===== config.mk =====
export PLATFORM = sky130hd
export DESIGN_NAME = sorted_ram_loader_flat
export DESIGN_NICKNAME = d
export VERILOG_FILES = /design/src/rtl/sorted_ram_loader_if.sv /design/src/rtl/sorted_ram_loader.sv /design/src/flat_wrapper.sv
export SDC_FILE = /design/constraint.sdc
export NUM_CORES = 1
export LEC_CHECK = 0
export ABC_AREA = 0
export ABC_CLOCK_PERIOD_IN_PS = 4300
export BUFFER_PORTS_ARGS = -buffer_cell sky130_fd_sc_hd__buf_2
export CAP_MARGIN = 40
export CORE_ASPECT_RATIO = 1.25
export CORE_UTILIZATION = 45
export DETAILED_ROUTE_END_ITERATION = 8
export GPL_TIMING_DRIVEN = 0
export SLEW_MARGIN = 25
export SYNTH_ARGS = -nofsm -noshare
export SYNTH_HDL_FRONTEND = slang
export SYNTH_SLANG_ARGS = --single-unit
export TNS_END_PERCENT = 5

===== constraint.sdc =====
create_clock -name clk -period 4.3 [get_ports clk]
set_input_delay 0.215 -clock clk [delete_from_list [all_inputs] [get_ports clk]]
set_output_delay 0.215 -clock clk [all_outputs]
set_load 0.01 [all_outputs]

===== src/rtl/sorted_ram_loader_if.sv =====
// rtl/sorted_ram_loader_if.sv - load stream, read port and status bundle for sorted_ram_loader
interface sorted_ram_loader_if #(
    parameter int ADDR_W = 5,
    parameter int DATA_W = 8
);
    logic              load_start;
    logic              in_valid;
    logic [DATA_W-1:0] in_data;
    logic              in_ready;
    logic [ADDR_W-1:0] rd_addr;
    logic [DATA_W-1:0] rd_data;
    logic              loaded;
    logic              sort_err;
    logic [ADDR_W:0]   wr_count;

    modport master (
        output load_start, in_valid, in_data, rd_addr,
        input  in_ready, rd_data, loaded, sort_err, wr_count
    );

    modport slave (
        input  load_start, in_valid, in_data, rd_addr,
        output in_ready, rd_data, loaded, sort_err, wr_count
    );
endinterface


===== src/rtl/sorted_ram_loader.sv =====
// rtl/sorted_ram_loader.sv - fills the search array from a byte stream and serves registered reads
// Optional order check and ERROR state enabled by defining SORT_CHECK_EN.
module sorted_ram_loader #(
    parameter int DEPTH  = 32,
    parameter int ADDR_W = 5,
    parameter int DATA_W = 8
) (
    input logic                clk,
    input logic                rst,
    sorted_ram_loader_if.slave bus
);
    typedef enum logic [1:0] {IDLE, LOAD, READY, ERROR} state_t;

    localparam logic [ADDR_W:0] C_LAST = (ADDR_W+1)'(DEPTH - 1);
    localparam logic [ADDR_W:0] C_ONE  = (ADDR_W+1)'(1);

    state_t            r_state;
    logic [ADDR_W:0]   r_wr_count;
    logic              r_loaded;
    logic [DATA_W-1:0] r_rd_data;
    logic [DATA_W-1:0] r_mem [DEPTH];

    logic w_wr_en;
    logic w_order_bad;

`ifdef SORT_CHECK_EN
    logic [DATA_W-1:0] r_prev;
    logic              r_sort_err;

    // The first word of a load has nothing to be compared against.
    assign w_order_bad  = (r_wr_count != '0) && (bus.in_data < r_prev);
    assign bus.sort_err = r_sort_err;
`else
    assign w_order_bad  = 1'b0;
    assign bus.sort_err = 1'b0;
`endif

    assign bus.in_ready = (r_state == LOAD);
    assign bus.loaded   = r_loaded;
    assign bus.wr_count = r_wr_count;
    assign bus.rd_data  = r_rd_data;

    // A restart pulse wins over a simultaneous word, so that word is never stored.
    assign w_wr_en = (r_state == LOAD) && bus.in_valid && !bus.load_start;

    always_ff @(posedge clk) begin
        if (rst && w_wr_en) begin
            r_mem[r_wr_count[ADDR_W-1:0]] <= bus.in_data;
        end
    end

    always_ff @(posedge clk) begin
        if (!rst) begin
            r_rd_data <= '0;
        end else begin
            r_rd_data <= r_mem[bus.rd_addr];
        end
    end

    always_ff @(posedge clk) begin
        if (!rst) begin
            r_state    <= IDLE;
            r_wr_count <= '0;
            r_loaded   <= 1'b0;
`ifdef SORT_CHECK_EN
            r_sort_err <= 1'b0;
            r_prev     <= '0;
`endif
        end else begin
            case (r_state)
                IDLE, READY, ERROR: begin
                    if (bus.load_start) begin
                        r_state    <= LOAD;
                        r_wr_count <= '0;
                        r_loaded   <= 1'b0;
`ifdef SORT_CHECK_EN
                        r_sort_err <= 1'b0;
`endif
                    end
                end
                LOAD: begin
                    if (bus.load_start) begin
                        r_wr_count <= '0;
                    end else if (bus.in_valid) begin
                        r_wr_count <= r_wr_count + C_ONE;
`ifdef SORT_CHECK_EN
                        r_prev     <= bus.in_data;
`endif
                        if (w_order_bad) begin
                            r_state <= ERROR;
`ifdef SORT_CHECK_EN
                            r_sort_err <= 1'b1;
`endif
                        end else if (r_wr_count == C_LAST) begin
                            r_state  <= READY;
                            r_loaded <= 1'b1;
                        end
                    end
                end
                default: r_state <= IDLE;
            endcase
        end
    end
endmodule


===== src/flat_wrapper.sv =====
// flat-port wrapper written by rule: the top's interface ports become plain ports
module sorted_ram_loader_flat 
#(
    parameter int DEPTH  = 32,
    parameter int ADDR_W = 5,
    parameter int DATA_W = 8
)
  (clk, rst, bus_load_start, bus_in_valid, bus_in_data, bus_rd_addr, bus_in_ready, bus_rd_data, bus_loaded, bus_sort_err, bus_wr_count);
  sorted_ram_loader_if #(.ADDR_W(ADDR_W), .DATA_W(DATA_W)) bus_i ();
  input logic clk;
  input logic rst;
  input wire logic [$bits(bus_i.load_start)-1:0] bus_load_start;
  input wire logic [$bits(bus_i.in_valid)-1:0] bus_in_valid;
  input wire logic [$bits(bus_i.in_data)-1:0] bus_in_data;
  input wire logic [$bits(bus_i.rd_addr)-1:0] bus_rd_addr;
  output wire logic [$bits(bus_i.in_ready)-1:0] bus_in_ready;
  output wire logic [$bits(bus_i.rd_data)-1:0] bus_rd_data;
  output wire logic [$bits(bus_i.loaded)-1:0] bus_loaded;
  output wire logic [$bits(bus_i.sort_err)-1:0] bus_sort_err;
  output wire logic [$bits(bus_i.wr_count)-1:0] bus_wr_count;
  assign bus_i.load_start = bus_load_start;
  assign bus_i.in_valid = bus_in_valid;
  assign bus_i.in_data = bus_in_data;
  assign bus_i.rd_addr = bus_rd_addr;
  assign bus_in_ready = bus_i.in_ready;
  assign bus_rd_data = bus_i.rd_data;
  assign bus_loaded = bus_i.loaded;
  assign bus_sort_err = bus_i.sort_err;
  assign bus_wr_count = bus_i.wr_count;
  sorted_ram_loader #(.DEPTH(DEPTH), .ADDR_W(ADDR_W), .DATA_W(DATA_W)) u_core (.clk(clk), .rst(rst), .bus(bus_i));
endmodule

### Word level (Yosys, flattened, before mapping)

Memories as Yosys holds them, arrays and structs flattened. A register that Yosys moved wholly into a read port is not among the register bits.
Index checks and enable logic that the tools add are counted.

* bits in registers: 9
* bits in writable memories: 256
* input bits: 17
* memories kept: 1

Memories
* u_core.r_mem: depth 32, width 8, read ports 1, clocked after Yosys merged registers in 1, write ports 1, line sorted_ram_loader.sv:21 `logic [DATA_W-1:0] r_mem [DEPTH];`

* add/sub/neg operators: 1
* equal/unequal tests: 9
* multiplexer cells: 16
* reductions and logical operators: 9

Operator list (number)
* $mux W6: 3
* $pmux W6 S2: 1
* $mux W2: 4
* $add A6 B1 Y6 const B: 1
* $eq A6 B5 Y1 const B: 1
* $mux W1: 6
* $ne A2 B2 Y1 const B: 3
* $eq A2 B2 Y1 const B: 2
* $pmux W2 S2: 1
* $reduce_and A4 Y1: 1
* $logic_and A1 B1 Y1: 3
* $ne A3 B3 Y1 const B: 1
* $reduce_or A3 Y1: 1
* $eq A2 B1 Y1 const B: 1
* $logic_not A1 Y1: 2
* $logic_not A2 Y1: 1
* $ne A2 B1 Y1 const B: 1
* $pmux W1 S2: 1
* $reduce_and A2 Y1: 1

### Depth between registers and ports, before layout

* depth in word-level cells: 6
* depth in mapped cells: 7
* gate-level depth less buffers: 5

### Least setup slack after synthesis

Ideal clock, no wire load.

* kind: register to register
* start point: reg u_core.r_wr_count[3] (netlist: u_core.bus.wr_count[3])
* end point: mem u_core.r_mem[10][0] (enable)
* arrival time: 1510 ps
* data required time: 3930 ps
* path slack: 2420 ps
* stages on the path, launching flop included: 4
* buffers on the path: 1
* cell sequence: dfxtp_1 > clkbuf_1 > or3b_2 > nor2_1

RTL lines
* start: declaration: line sorted_ram_loader.sv:18 `logic [ADDR_W:0] r_wr_count;`
* start signal: assignment: line sorted_ram_loader.sv:85 `r_wr_count <= r_wr_count + C_ONE;`
* end: declaration: line sorted_ram_loader.sv:21

No word-level cell before the write port.

### Worst setup path in the final report

* start point: in bus_load_start
* end point: mem u_core.r_mem[14][1] (enable)

* word-level cells in the longest chain between the ends: 5

RTL lines
* start: declaration: line flat_wrapper.sv:12 `input wire logic [$bits(bus_i.load_start)-1:0] bus_load_start;`
* $logic_not A1 Y1: line sorted_ram_loader.sv:44 `assign w_wr_en = (r_state == LOAD) && bus.in_valid && !bus.load_start;`
* $logic_and A1 B1 Y1: line sorted_ram_loader.sv:44
* $logic_and A1 B1 Y1: line sorted_ram_loader.sv:47 `if (rst && w_wr_en) begin`
* $mux W1: line sorted_ram_loader.sv:47
* $mux W1 (not written as such): line sorted_ram_loader.sv:48 `r_mem[r_wr_count[ADDR_W-1:0]] <= bus.in_data;`

Every way passes these cells.

==> qor.txt <==
Outcome -> finished, violations left
Failing checks -> design-rule violations
Syn-to-layout area delta -> 14.8%
Syn nets -> 541
Required time worst endpoint -> 4.53 ns
First-pass GRT wire length -> 34.2 mm
Worst slew pin tran -> 0.843 ns
Post-synthesis cell count -> 520
GRT Residual Overflow -> 0
# rows -> 62
Critical Path Sink Type -> flip-flop
Nets@finish -> 624
Initial antenna violation count -> 0
Die Width -> 139 um
Final ANT Viol Nets -> 0
CP Class -> in -> reg
Core area -> 23,000 sq um
Comb power frac -> 0.044
Clk_skew -> 0.0135 ns
Clock power frac -> 0.425
Psw -> 1.06 mW
Bufs and invs on worst path -> 4
Sink Count -> 272
Critical Path Start Type -> input port
Post-synth cell types -> 38
HPWL after detailed placement -> 14.8 mm
Routed vias/inst -> 5.83
Max-cap viol count -> 0
Maximum vdd drop -> 0.000309 V
CP Cell Sequence -> dlygate4sd3_1, buf_2, nand2b_1, clkbuf_1, nor2_1, nand2_1, nor2_1, buf_4
Post-route cell area -> 12,200 sq um
Max Freq -> 416 MHz
Pins Over Slew Limit -> 0
Clk pin slew, worst setup/hold paths -> 0.06 ns
Sequential power share -> 0.531
Gp weighted congestion -> 0.769
Initial Util -> 0.459
Unrepaired setup endpoints after global routing -> false
Worst path slowest cell -> nor2_1
1st-iter DRT viols -> 502
Cell Pwr Density -> 450 nW/um^2
Crit Path Max Fanout -> 8
Final TNS setup -> 0 ns
Final wirelength -> 22.8 mm
Maximum clock insertion buffer count -> 3
Syn_area_per_cell -> 20.3 sq um
CP arrival -> 2.63 ns
Die height -> 173 um
Fin crit share -> 0.559
Fin cells -> 907
CTS tree -> yes
Post-CTS sizing -> 0
Setup repair bufs after CTS -> 0
Drc violations -> 3
R2R Path End -> u_core.r_mem[14][1]$_DFFE_PP_
Clk Latency, worst-skew pair -> 0.52 ns
Yosys reg bits -> 272
Most common cell after layout, fill and taps aside -> edfxtp_1
Worst min-delay path class -> in -> reg
Sequential share of the synthesized area -> 0.757
Die area -> 24,100 sq um
Io pins -> 34
Largest net degree at the start of global routing -> 33
Final hold violation count -> 0
Post-synth top area cell -> edfxtp_1
Rel. slew slack -> 0.438
Placed insts -> 853
Vias in the first global route -> 5,286
Hold Startpoint -> bus_rd_addr[4]
Cell mode on critical path -> nor2_1
Total leakage power -> 3.98 nW
Final setup violating endpoints -> 0
Post-synth top area share -> 0.726
WL/cell -> 25.2 um
H-Tree Depth -> 1
Reg2Reg Launch Point -> u_core.r_state[1]$_SDFFE_PN0P_
FF-to-FF setup slack -> 1.93 ns
DP Area -> 11,200 sq um
Most frequent cells in the layout -> 256 x edfxtp_1, 44 x nor2_1, 43 x mux4_2, 33 x buf_4, 32 x buf_2
R2R depth -> 5
Top delay family on crit path -> simple AND/OR/NAND/NOR gates
Antenna diodes -> 0
Ys Warns -> 0
Total GRT Usage -> 0.195
Pint -> 4.41 mW
Switching part of the total power -> 0.193
CTS root buf -> clkbuf_16
Top cells by area, synth -> edfxtp_1 73%, mux4_2 9.2%, mux4_1 3.2%, dfxtp_1 3.0%, mux2_2 1.7%
Num CTS Buffers -> 25
Hold path depth -> 2
Hold EP -> u_core.bus.rd_data[4]$_SDFF_PN0_
Fraction of layout cells with a size suffix above 1 -> 0.275
Buffers on Ports -> 29
Worst path max stage delay -> 0.56 ns
Post-Synthesis Cell Area -> 10,600 sq um
DR pass1 iterations -> 7
Post-layout minimum cycle time -> 2.41 ns
Total number of vias -> 5,290
-- cell families (layout without fill, tap and decap cells) --
logic type | count (synthesis) | in the layout | synth area share
AOI/OAI and AO/OA | 43 | 43 | 0.0291
xor gates and xnor gates | 3 | 3 | 0.00248
adders and majority gates | 4 | 4 | 0.00473
buffers and inverters | 31 | 130 | 0.0170
DFF | 272 | 272 | 0.757
muxes | 89 | 89 | 0.157
other | 1 | 1 | 0.000354
and+or+nand+nor | 77 | 77 | 0.0326
-- cells in the mapped netlist, drive strengths merged --
master / instances
or3: 3
nor2: 44
xnor2: 2
mux2i: 17
nor2b: 4
o21a: 1
mux2: 16
a221oi: 6
nand3b: 3
a21oi: 2
clkbuf: 9
dfxtp: 16
xor2: 1
o21ai: 8
nand3: 2
and2: 1
a22oi: 8
o221ai: 8
buf: 19
a31oi: 8
mux4: 56
inv: 3
nand2b: 2
nand4b: 1
ha: 4
nand2: 12
nor3: 2
o2111ai: 2
edfxtp: 256
or3b: 1
conb: 1
or2: 2
-- stage by stage --
| stage | hold slack (ns) | total power, mW | setup WS [ns] | utilization |
|---|---|---|---|---|
| 6_report | 0.119 | 5.47 | 1.89 | 0.527 |
| 4_1_cts | 0.0958 | 5.51 | 1.86 | 0.524 |
| 3_5_place_dp | 0.457 | 3.20 | 1.52 | 0.486 |
| 3_3_place_gp | 0.438 | 3.20 | 1.56 | 0.481 |
| 2_1_floorplan | 0.314 | 3.10 | 2.42 | - |
| 5_1_grt | 0.148 | 5.62 | 1.72 | 0.527 |
-- routing by layer --
layer	vias up	wire (um)	GRT usage
met5	-	0	0
met2	178	11400	0.325
met3	40	1280	0.0307
met1	2769	9630	0.267
li1	2303	-	-
met4	0	544	0.0579
-- worst register-to-register path, cell delays in order (launching register included) --
cell	delay, ns
dfxtp_1	0.33
nand3b_1	0.30
nor2_1	0.28
nand2_1	0.34
nor2_1	0.57
buf_4	0.26
-- timing repair --
item	in CTS	in global routing
endpoints found under the hold margin	1	0
setup endpoints to repair	0	0
hold buffers	1	0
-- how the worst max path moves through the flow --
stage / slack [ns] / cells past startpoint / endpoint / from
after global routing: 1.72 / 8 / u_core.r_mem[14][1]$_DFFE_PP_ / bus_load_start
after global placement: 1.56 / 6 / u_core.r_mem[8][1]$_DFFE_PP_ / rst
final: 1.89 / 8 / u_core.r_mem[14][1]$_DFFE_PP_ / bus_load_start
after floorplan: 2.42 / 3 / u_core.r_mem[10][0]$_DFFE_PP_ / u_core.bus.wr_count[3]$_SDFFE_PN0P_
after CTS: 1.86 / 7 / u_core.r_mem[3][3]$_DFFE_PP_ / bus_load_start
after detailed placement: 1.52 / 6 / u_core.r_mem[3][7]$_DFFE_PP_ / rst
-- registers in the layout, indices dropped and copies added, names as in the netlist --
name and count:
u_core.bus.rd_data 8, u_core.bus.wr_count 6, u_core.r_mem 256, u_core.r_state 2
-- cell type report --
cell class              instances  area, sq um
inverters                       3         11.3
flip-flops and latches        272         8010
plain buffers                  28          169
clock buffers                  33          686
fillers                      1772        10900
repair buffers                 56          348
clock inverters                10          176
well taps                     288          360
multi-input cells             217         2390
-- power groups by stage --
stage / Combinational (mW) / Sequential [mW] / Clock [mW]
detailed placement: 0.243 / 2.96 / 0
global placement: 0.237 / 2.96 / 0
floorplan: 0.132 / 2.97 / 0
finish: 0.241 / 2.90 / 2.32
CTS: 0.244 / 2.90 / 2.36
global route: 0.259 / 2.90 / 2.46
No activity file was read; power rests on OpenSTA's default activity.
